**src/rtl/multicycle_ctrl.sv**
```systemverilog
`default_nettype none
// +----------------------------------------------------------------------------+
// | multicycle_ctrl : MIPS multicycle control FSM (ADD/SUB/AND/OR/SLT/LW/SW/BEQ) |
// | Optional macro ILLEGAL_OP_TRAP_EN: unknown opcodes trap instead of NOP.    |
// | Revision: 1.0                                                              |
// +----------------------------------------------------------------------------+
module multicycle_ctrl #(
  parameter int CNT_W = 32
) (
  input  logic             clk,
  input  logic             reset,
  input  logic [5:0]       opcode,
  input  logic [5:0]       funct,
  input  logic             zero,
  input  logic             mem_ready,
  output logic             mem_req,
  output logic             mem_we,
  output logic             iord,
  output logic             ir_write,
  output logic             pc_write,
  output logic             pc_write_cond,
  output logic             pc_src,
  output logic             reg_write,
  output logic             reg_dst,
  output logic             mem_to_reg,
  output logic             alu_src_a,
  output logic [1:0]       alu_src_b,
  output logic [2:0]       alu_op,
  output logic [3:0]       state_out,
  output logic             instr_done,
  output logic [CNT_W-1:0] instr_count
);

  localparam logic [3:0] S_FETCH    = 4'd0;
  localparam logic [3:0] S_DECODE   = 4'd1;
  localparam logic [3:0] S_EXEC_R   = 4'd2;
  localparam logic [3:0] S_ALU_WB   = 4'd3;
  localparam logic [3:0] S_MEM_ADDR = 4'd4;
  localparam logic [3:0] S_MEM_RD   = 4'd5;
  localparam logic [3:0] S_MEM_WB   = 4'd6;
  localparam logic [3:0] S_MEM_WR   = 4'd7;
  localparam logic [3:0] S_BRANCH   = 4'd8;
  localparam logic [3:0] S_TRAP     = 4'd9;

  localparam logic [5:0] C_OP_RTYPE = 6'b000000;
  localparam logic [5:0] C_OP_LW    = 6'b100011;
  localparam logic [5:0] C_OP_SW    = 6'b101011;
  localparam logic [5:0] C_OP_BEQ   = 6'b000100;

  localparam logic [2:0] C_ALU_AND = 3'b000;
  localparam logic [2:0] C_ALU_OR  = 3'b001;
  localparam logic [2:0] C_ALU_ADD = 3'b010;
  localparam logic [2:0] C_ALU_SUB = 3'b110;
  localparam logic [2:0] C_ALU_SLT = 3'b111;

  logic [3:0]       r_state;
  logic [CNT_W-1:0] r_count;
  logic [3:0]       w_next;
  logic             w_unused_zero;

  // The branch decision is made by the datapath from pc_write_cond and zero.
  assign w_unused_zero = zero;

  always_comb begin
    w_next        = r_state;
    mem_req       = 1'b0;
    mem_we        = 1'b0;
    iord          = 1'b0;
    ir_write      = 1'b0;
    pc_write      = 1'b0;
    pc_write_cond = 1'b0;
    pc_src        = 1'b0;
    reg_write     = 1'b0;
    reg_dst       = 1'b0;
    mem_to_reg    = 1'b0;
    alu_src_a     = 1'b0;
    alu_src_b     = 2'b00;
    alu_op        = C_ALU_AND;
    instr_done    = 1'b0;
    state_out     = r_state;

    case (r_state)
      S_FETCH: begin
        mem_req   = 1'b1;
        alu_src_b = 2'b01;
        alu_op    = C_ALU_ADD;
        if (mem_ready) begin
          ir_write = 1'b1;
          pc_write = 1'b1;
          w_next   = S_DECODE;
        end
      end
      S_DECODE: begin
        alu_src_b = 2'b11;
        alu_op    = C_ALU_ADD;
        case (opcode)
          C_OP_RTYPE:        w_next = S_EXEC_R;
          C_OP_LW, C_OP_SW:  w_next = S_MEM_ADDR;
          C_OP_BEQ:          w_next = S_BRANCH;
          default: begin
`ifdef ILLEGAL_OP_TRAP_EN
            w_next = S_TRAP;
`else
            // Unknown opcode retires as a NOP; PC already advanced in FETCH.
            w_next     = S_FETCH;
            instr_done = 1'b1;
`endif
          end
        endcase
      end
      S_EXEC_R: begin
        alu_src_a = 1'b1;
        case (funct)
          6'b100000: alu_op = C_ALU_ADD;
          6'b100010: alu_op = C_ALU_SUB;
          6'b100100: alu_op = C_ALU_AND;
          6'b100101: alu_op = C_ALU_OR;
          6'b101010: alu_op = C_ALU_SLT;
          default:   alu_op = C_ALU_AND;
        endcase
        w_next = S_ALU_WB;
      end
      S_ALU_WB: begin
        reg_write  = 1'b1;
        reg_dst    = 1'b1;
        instr_done = 1'b1;
        w_next     = S_FETCH;
      end
      S_MEM_ADDR: begin
        alu_src_a = 1'b1;
        alu_src_b = 2'b10;
        alu_op    = C_ALU_ADD;
        w_next    = (opcode == C_OP_SW) ? S_MEM_WR : S_MEM_RD;
      end
      S_MEM_RD: begin
        mem_req = 1'b1;
        iord    = 1'b1;
        if (mem_ready) w_next = S_MEM_WB;
      end
      S_MEM_WB: begin
        reg_write  = 1'b1;
        mem_to_reg = 1'b1;
        instr_done = 1'b1;
        w_next     = S_FETCH;
      end
      S_MEM_WR: begin
        mem_req = 1'b1;
        mem_we  = 1'b1;
        iord    = 1'b1;
        if (mem_ready) begin
          instr_done = 1'b1;
          w_next     = S_FETCH;
        end
      end
      S_BRANCH: begin
        alu_src_a     = 1'b1;
        alu_op        = C_ALU_SUB;
        pc_write_cond = 1'b1;
        pc_src        = 1'b1;
        instr_done    = 1'b1;
        w_next        = S_FETCH;
      end
      S_TRAP:  w_next = S_TRAP;
      default: w_next = S_FETCH;
    endcase

    // Reset gates every output so nothing is enabled before the state reg clears.
    if (!reset) begin
      mem_req       = 1'b0;
      mem_we        = 1'b0;
      iord          = 1'b0;
      ir_write      = 1'b0;
      pc_write      = 1'b0;
      pc_write_cond = 1'b0;
      pc_src        = 1'b0;
      reg_write     = 1'b0;
      reg_dst       = 1'b0;
      mem_to_reg    = 1'b0;
      alu_src_a     = 1'b0;
      alu_src_b     = 2'b00;
      alu_op        = 3'b000;
      instr_done    = 1'b0;
      state_out     = 4'd0;
    end
  end

  assign instr_count = reset ? r_count : '0;

  always_ff @(posedge clk) begin
    if (!reset) begin
      r_state <= S_FETCH;
      r_count <= '0;
    end else begin
      r_state <= w_next;
      if (instr_done) r_count <= r_count + CNT_W'(1);
    end
  end

endmodule
`default_nettype wire

```
**config.mk**
```make
export PLATFORM = sky130hd
export DESIGN_NAME = multicycle_ctrl
export DESIGN_NICKNAME = d
export VERILOG_FILES = /design/src/rtl/multicycle_ctrl.sv
export SDC_FILE = /design/constraint.sdc
export NUM_CORES = 1
export LEC_CHECK = 0
export ABC_AREA = 1
export CORE_AREA = 2 2 59 116
export DETAILED_ROUTE_END_ITERATION = 7
export DIE_AREA = 0 0 61 118
export PLACE_DENSITY_LB_ADDON = 0.3
export SLEW_MARGIN = 5
export SYNTH_ARGS = -nofsm -noshare
export SYNTH_HDL_FRONTEND = slang
export SYNTH_SLANG_ARGS = --single-unit
```
**constraint.sdc**
```tcl
create_clock -name clk -period 1.4 [get_ports clk]
set_clock_uncertainty 0.05 [all_clocks]
set_input_delay 0.21 -clock clk [delete_from_list [all_inputs] [get_ports clk]]
set_output_delay 0.21 -clock clk [all_outputs]
set_load 0.02 [all_outputs]
```
Word-level counts from Yosys, hierarchy flattened
Index checks and enable logic that the tools add are counted.

word-level totals
  logic and storage cells = 68
  output and inout bits = 53
  register bits after elaboration = 36

cells by class
  add/subtract/negate cells = 1
  mux-type cells = 35
  reductions and logical operators = 11
  equality and inequality tests = 19

operators with widths
  kind                                                  number
  equality test 6 bit (second input constant)           6
  adder 32 x 1 -> 32 bit (second input constant)        1
  two-way mux 32 bit                                    1
  case mux 4 bit (7 select lines)                       1
  two-way mux 1 bit                                     21
  equality test 4 x 3 -> 1 bit (second input constant)  4
  two-way mux 4 bit                                     4
  case mux 3 bit (4 select lines)                       1
  case mux 4 bit (3 select lines)                       1
  OR reduction 3 bit                                    4
  case mux 3 bit (3 select lines)                       1
  equality test 4 x 2 -> 1 bit (second input constant)  2
  equality test 4 bit (second input constant)           2
  equality test 6 x 3 -> 1 bit (second input constant)  1
  zero test 6 bit                                       1
  inequality test 2 bit (second input constant)         3
  case mux 2 bit (3 select lines)                       1
  OR reduction 2 bit                                    3
  equality test 4 x 1 -> 1 bit (second input constant)  1
  zero test 4 bit                                       1
  two-way mux 2 bit                                     2
  OR reduction 4 bit                                    1
  two-way mux 3 bit                                     1
  case mux 1 bit (3 select lines)                       1
  AND reduction 3 bit                                   1

Depth between registers and ports, before layout
  depth after elaboration = 5
  mapped depth = 13
  gate-level depth less buffers = 11

Least setup slack after synthesis
Ideal clock, no wire load.

  path kind = input -> output
  start point = in reset
  end point = out pc_write_cond
  arrival time = 1502 ps
  stages on the path = 6
  path slack = -362 ps
  required time = 1140 ps
  cells stage by stage = clkbuf_1 inv_1 clkbuf_1 clkbuf_1 nor2_1 buf_4

between the ends
  word-level cells in the longest chain between the ends = 1

RTL lines
  what               RTL line  text
  from (decl)        11        input logic reset,
  two-way mux 1 bit  --
  to (decl)          21        output logic pc_write_cond,

No other way between the ends.

Worst setup path after layout
  start point = in opcode[4]
  end point = reg r_count[25]

between the ends
  word-level cells in the longest chain between the ends = 5
  elaborated cells on any way between the ends = 8
  those cells by class = eq/ne: 3; mux: 3; reduce/logical: 2

RTL lines
  what                                         RTL line  text
  from (decl)                                  12        input logic [5:0] opcode,
  equality test 6 bit (tied with other cells)  96        case (opcode)
  OR reduction 4 bit (no line) (*)             --
  two-way mux 1 bit (*)                        96
  case mux 1 bit (3 select lines) (*)          82        case (r_state)
  two-way mux 1 bit (*)                        168       if (!reset) begin
  to (signal assigned)                         195       if (instr_done) r_count <= r_count + CNT_W'(1);
  to (decl)                                    57        logic [CNT_W-1:0] r_count;

Mark *: on every way between the ends. The rest lies on a longest branch, timed or not.
A chain may end at the register's enable or synchronous reset.

==> impl_metrics.csv <==
group,metric,value,unit
outcome,outcome,"complete, but fails checks",
outcome,violations,"negative setup slack",
placed_design,place_congestion,0.946,
worst_setup_path,critPathRequiredTime,1.53,ns
global_routing,grt_use_total,30.6,%
drt,wl_per_cell,19.6,um
worst_setup_path,cp-start-kind,"input port",
global_routing,antenna_found_initial,0,
die,fp.dieW,61,um
clock_tree,clk_path_buf_depth,2,
placed_design,portBuffers,67,
timing,period_minus_slack,1.96,ns
die,num_rows,41,
clock_tree,root_buffer,"clkbuf_16",
global_routing,grt_first_pass_wirelength,16.9,mm
global_routing,overflow,0,
die,io_pins,69,
placed_design,post-place-ws,-0.810,ns
timing,worst_slack,-0.562,ns
clock_tree,cts.clk_slew.worst_paths,0.06,ns
pwr,power_density,717,nW/um2
layout,layout.nets,683,
yosys,ys_types,31,
drt,vias,4368,
die,fp.dieArea,7200,um2
clock_tree,cts_tree,"built",
yosys,ys_seq_area_share,26.0,%
pwr,switching_share,34.9,%
timing,fin_crit_sh,140,%
yosys,syn-cell-area,2770,um2
layout,area_growth_syn_to_layout,90.4,%
yosys,yosys-top-cells-area,"dfxtp_1 (26%), nand2_1 (23%), nor2_1 (12%)",
timing,slew_headroom,73.0,%
clock_tree,worstSkewPairLatency,0.29,ns
worst_setup_path,critPathKind,"in -> reg",
timing,tightest_slew,0.403,ns
placed_design,hpwl,6.88,mm
pwr,p_int,2.46,mW
die,coreArea,6310,um2
worst_setup_path,critPathMaxFanout,8,
drt,drtIter0Drc,519,
yosys,postSynthCellCount,507,
timing,fmax,510,MHz
timing,hold_violations,0,
run,drv_cap,0,
worst_setup_path,cp.arrival,2.09,ns
timing,fin_tns_setup,-19.50,ns
layout,multiInputGateArea,2320,um2
layout,mostFrequentLayoutCells,"nand2_1 (130), buf_4 (79), inv_1 (77), nor2_1 (53), buf_6 (29)",
timing,hold_slack,0.328,ns
layout,antenna_cells,0,
min_path,hold_path.class,"in -> reg",
layout,nFillCells,331,
timing,setup_viol,55,
yosys,ys.warnings.count,0,
yosys,synth_largest_area_cell,"dfxtp_1",
pwr,pwr-share-clk,31.0,%
layout,drive_above_1_share,45.6,%
placed_design,dp.cells,719,
yosys,postSynthAreaPerCell,5.46,um2
pwr,p_total,3.78,mW
clock_tree,cts_buffers,5,
pwr,p_seq_share,28.4,%
clock_tree,h-tree-depth,2,
worst_setup_path,reg2reg_depth,13,
global_routing,grt_max_degree,25,
global_routing,grt_pass1_vias,3788,
timing,drv_slew,0,
drt,routed_wl,14.7,mm
pwr,switching_power,1.32,mW
min_path,holdPathStages,4,
placed_design,dpl_cell_area,4170,um2
yosys,netlist.area_leader.share,26.0,%
clock_tree,cts_hold_buffers,0,
worst_setup_path,worstSetupEndpointType,"flop",
layout,final_util,83.5,%
pwr,peakVddDrop,0.00106,V
die,start_util,43.9,%
layout,fin_cells,753,
timing,rsz0062_at_grt,"yes",
layout,postLayoutCellArea,5270,um2
yosys,ys_seq_elements,36,
drt,ant_nets,0,
drt,vias_per_cell,5.80,
yosys,syn_nets,524,
pwr,p_comb_share,40.6,%
layout,seq_area,741,um2
drt,drc,0,
clock_tree,cts_sinks,36,
die,die_y,118,um
drt,dr.pass1.iters,7,
pwr,p_leak,2.67,nW
layout,final_common_cell,"nand2_1",
[what timing repair did]
action | 4_1_cts | 5_1_grt
gates cloned | 4 | 2
setup endpoints to repair | 88 | 81
buffers inserted | 8 | 15
resized for setup | 227 | 172
pin swaps | 27 | 51
endpoints found under the hold margin | 0 | 0
[worst max-delay path, cell delays in order]
cell             delay, ns
clkdlybuf4s50_1       0.48
nor2_1                0.17
nand3_1               0.16
nand2_2               0.13
inv_1                 0.10
nand2_4               0.15
nand2_8               0.14
buf_4                 0.18
clkbuf_16             0.15
a21oi_1               0.15
nor2_1                0.07
[synthesized netlist by cell type]
library cell	number
nand4_1	9
buf_4	6
nand2_1	168
xor2_1	4
nor2_4	3
buf_1	2
nand2_4	1
dfxtp_1	36
xnor2_1	2
o22ai_1	1
nand2_2	4
inv_2	7
inv_1	82
ha_1	1
a211oi_1	1
nor3_1	5
clkbuf_1	8
nor3b_1	2
nor2_1	90
a2111oi_0	1
nor2_2	6
o211ai_1	2
a31oi_1	2
o32ai_1	1
nand3_1	36
o21ai_1	2
a21oi_1	16
nand3b_1	2
a22oi_1	1
buf_6	2
o21ai_0	4
[sequential cells by signal (all words and copies together) (netlist names)]
register and flops:
r_state 4, r_count 32
[worst paths after layout]
kind                                 start          end  slack, ns
worst max-delay path             opcode[4]  r_count[25]      -0.56
worst min-delay path             opcode[0]   r_state[3]       0.33
worst max register to register  r_state[3]   r_count[2]      -0.49
worst min register to register  r_count[5]   r_count[5]       0.48
[power groups by stage]
stage / logic [mW] / clock network (mW) / registers [mW]
2_1_floorplan: 0.418 / 0 / 1.09
3_3_place_gp: 0.791 / 0 / 1.09
3_5_place_dp: 0.805 / 0 / 1.09
4_1_cts: 1.15 / 1.15 / 1.07
5_1_grt: 1.58 / 1.21 / 1.07
6_report: 1.53 / 1.17 / 1.07
[per-layer routing]
layer | global-route usage, % | up-vias | share of wire [%]
met2 | 56.1 | 357 | 52
met1 | 28.8 | 2008 | 29
met4 | 20.0 | 0 | 11
li1 | - | 1857 | -
met3 | 4.29 | 146 | 8.2
met5 | 0 | - | 0
[cell type report]
| class | instances | share of cell area, % |
|---|---|---|
| multi-input cells | 364 | 44.0 |
| repair buffers | 170 | 30.5 |
| flip-flops and latches | 36 | 14.1 |
| inverters | 89 | 6.67 |
| clock buffers | 8 | 2.78 |
| well taps | 86 | 2.04 |
[kinds of logic after synthesis]
kind of cell | Yosys count | share of synthesized area (%)
adders and majority gates | 1 | 0.452
buffers and inverters | 107 | 15.9
DFF | 36 | 26.0
xor gates and xnor gates | 6 | 1.90
AOI/OAI and AO/OA | 31 | 6.37
and+or+nand+nor | 326 | 49.4
Power figures use the tool's default switching activity.
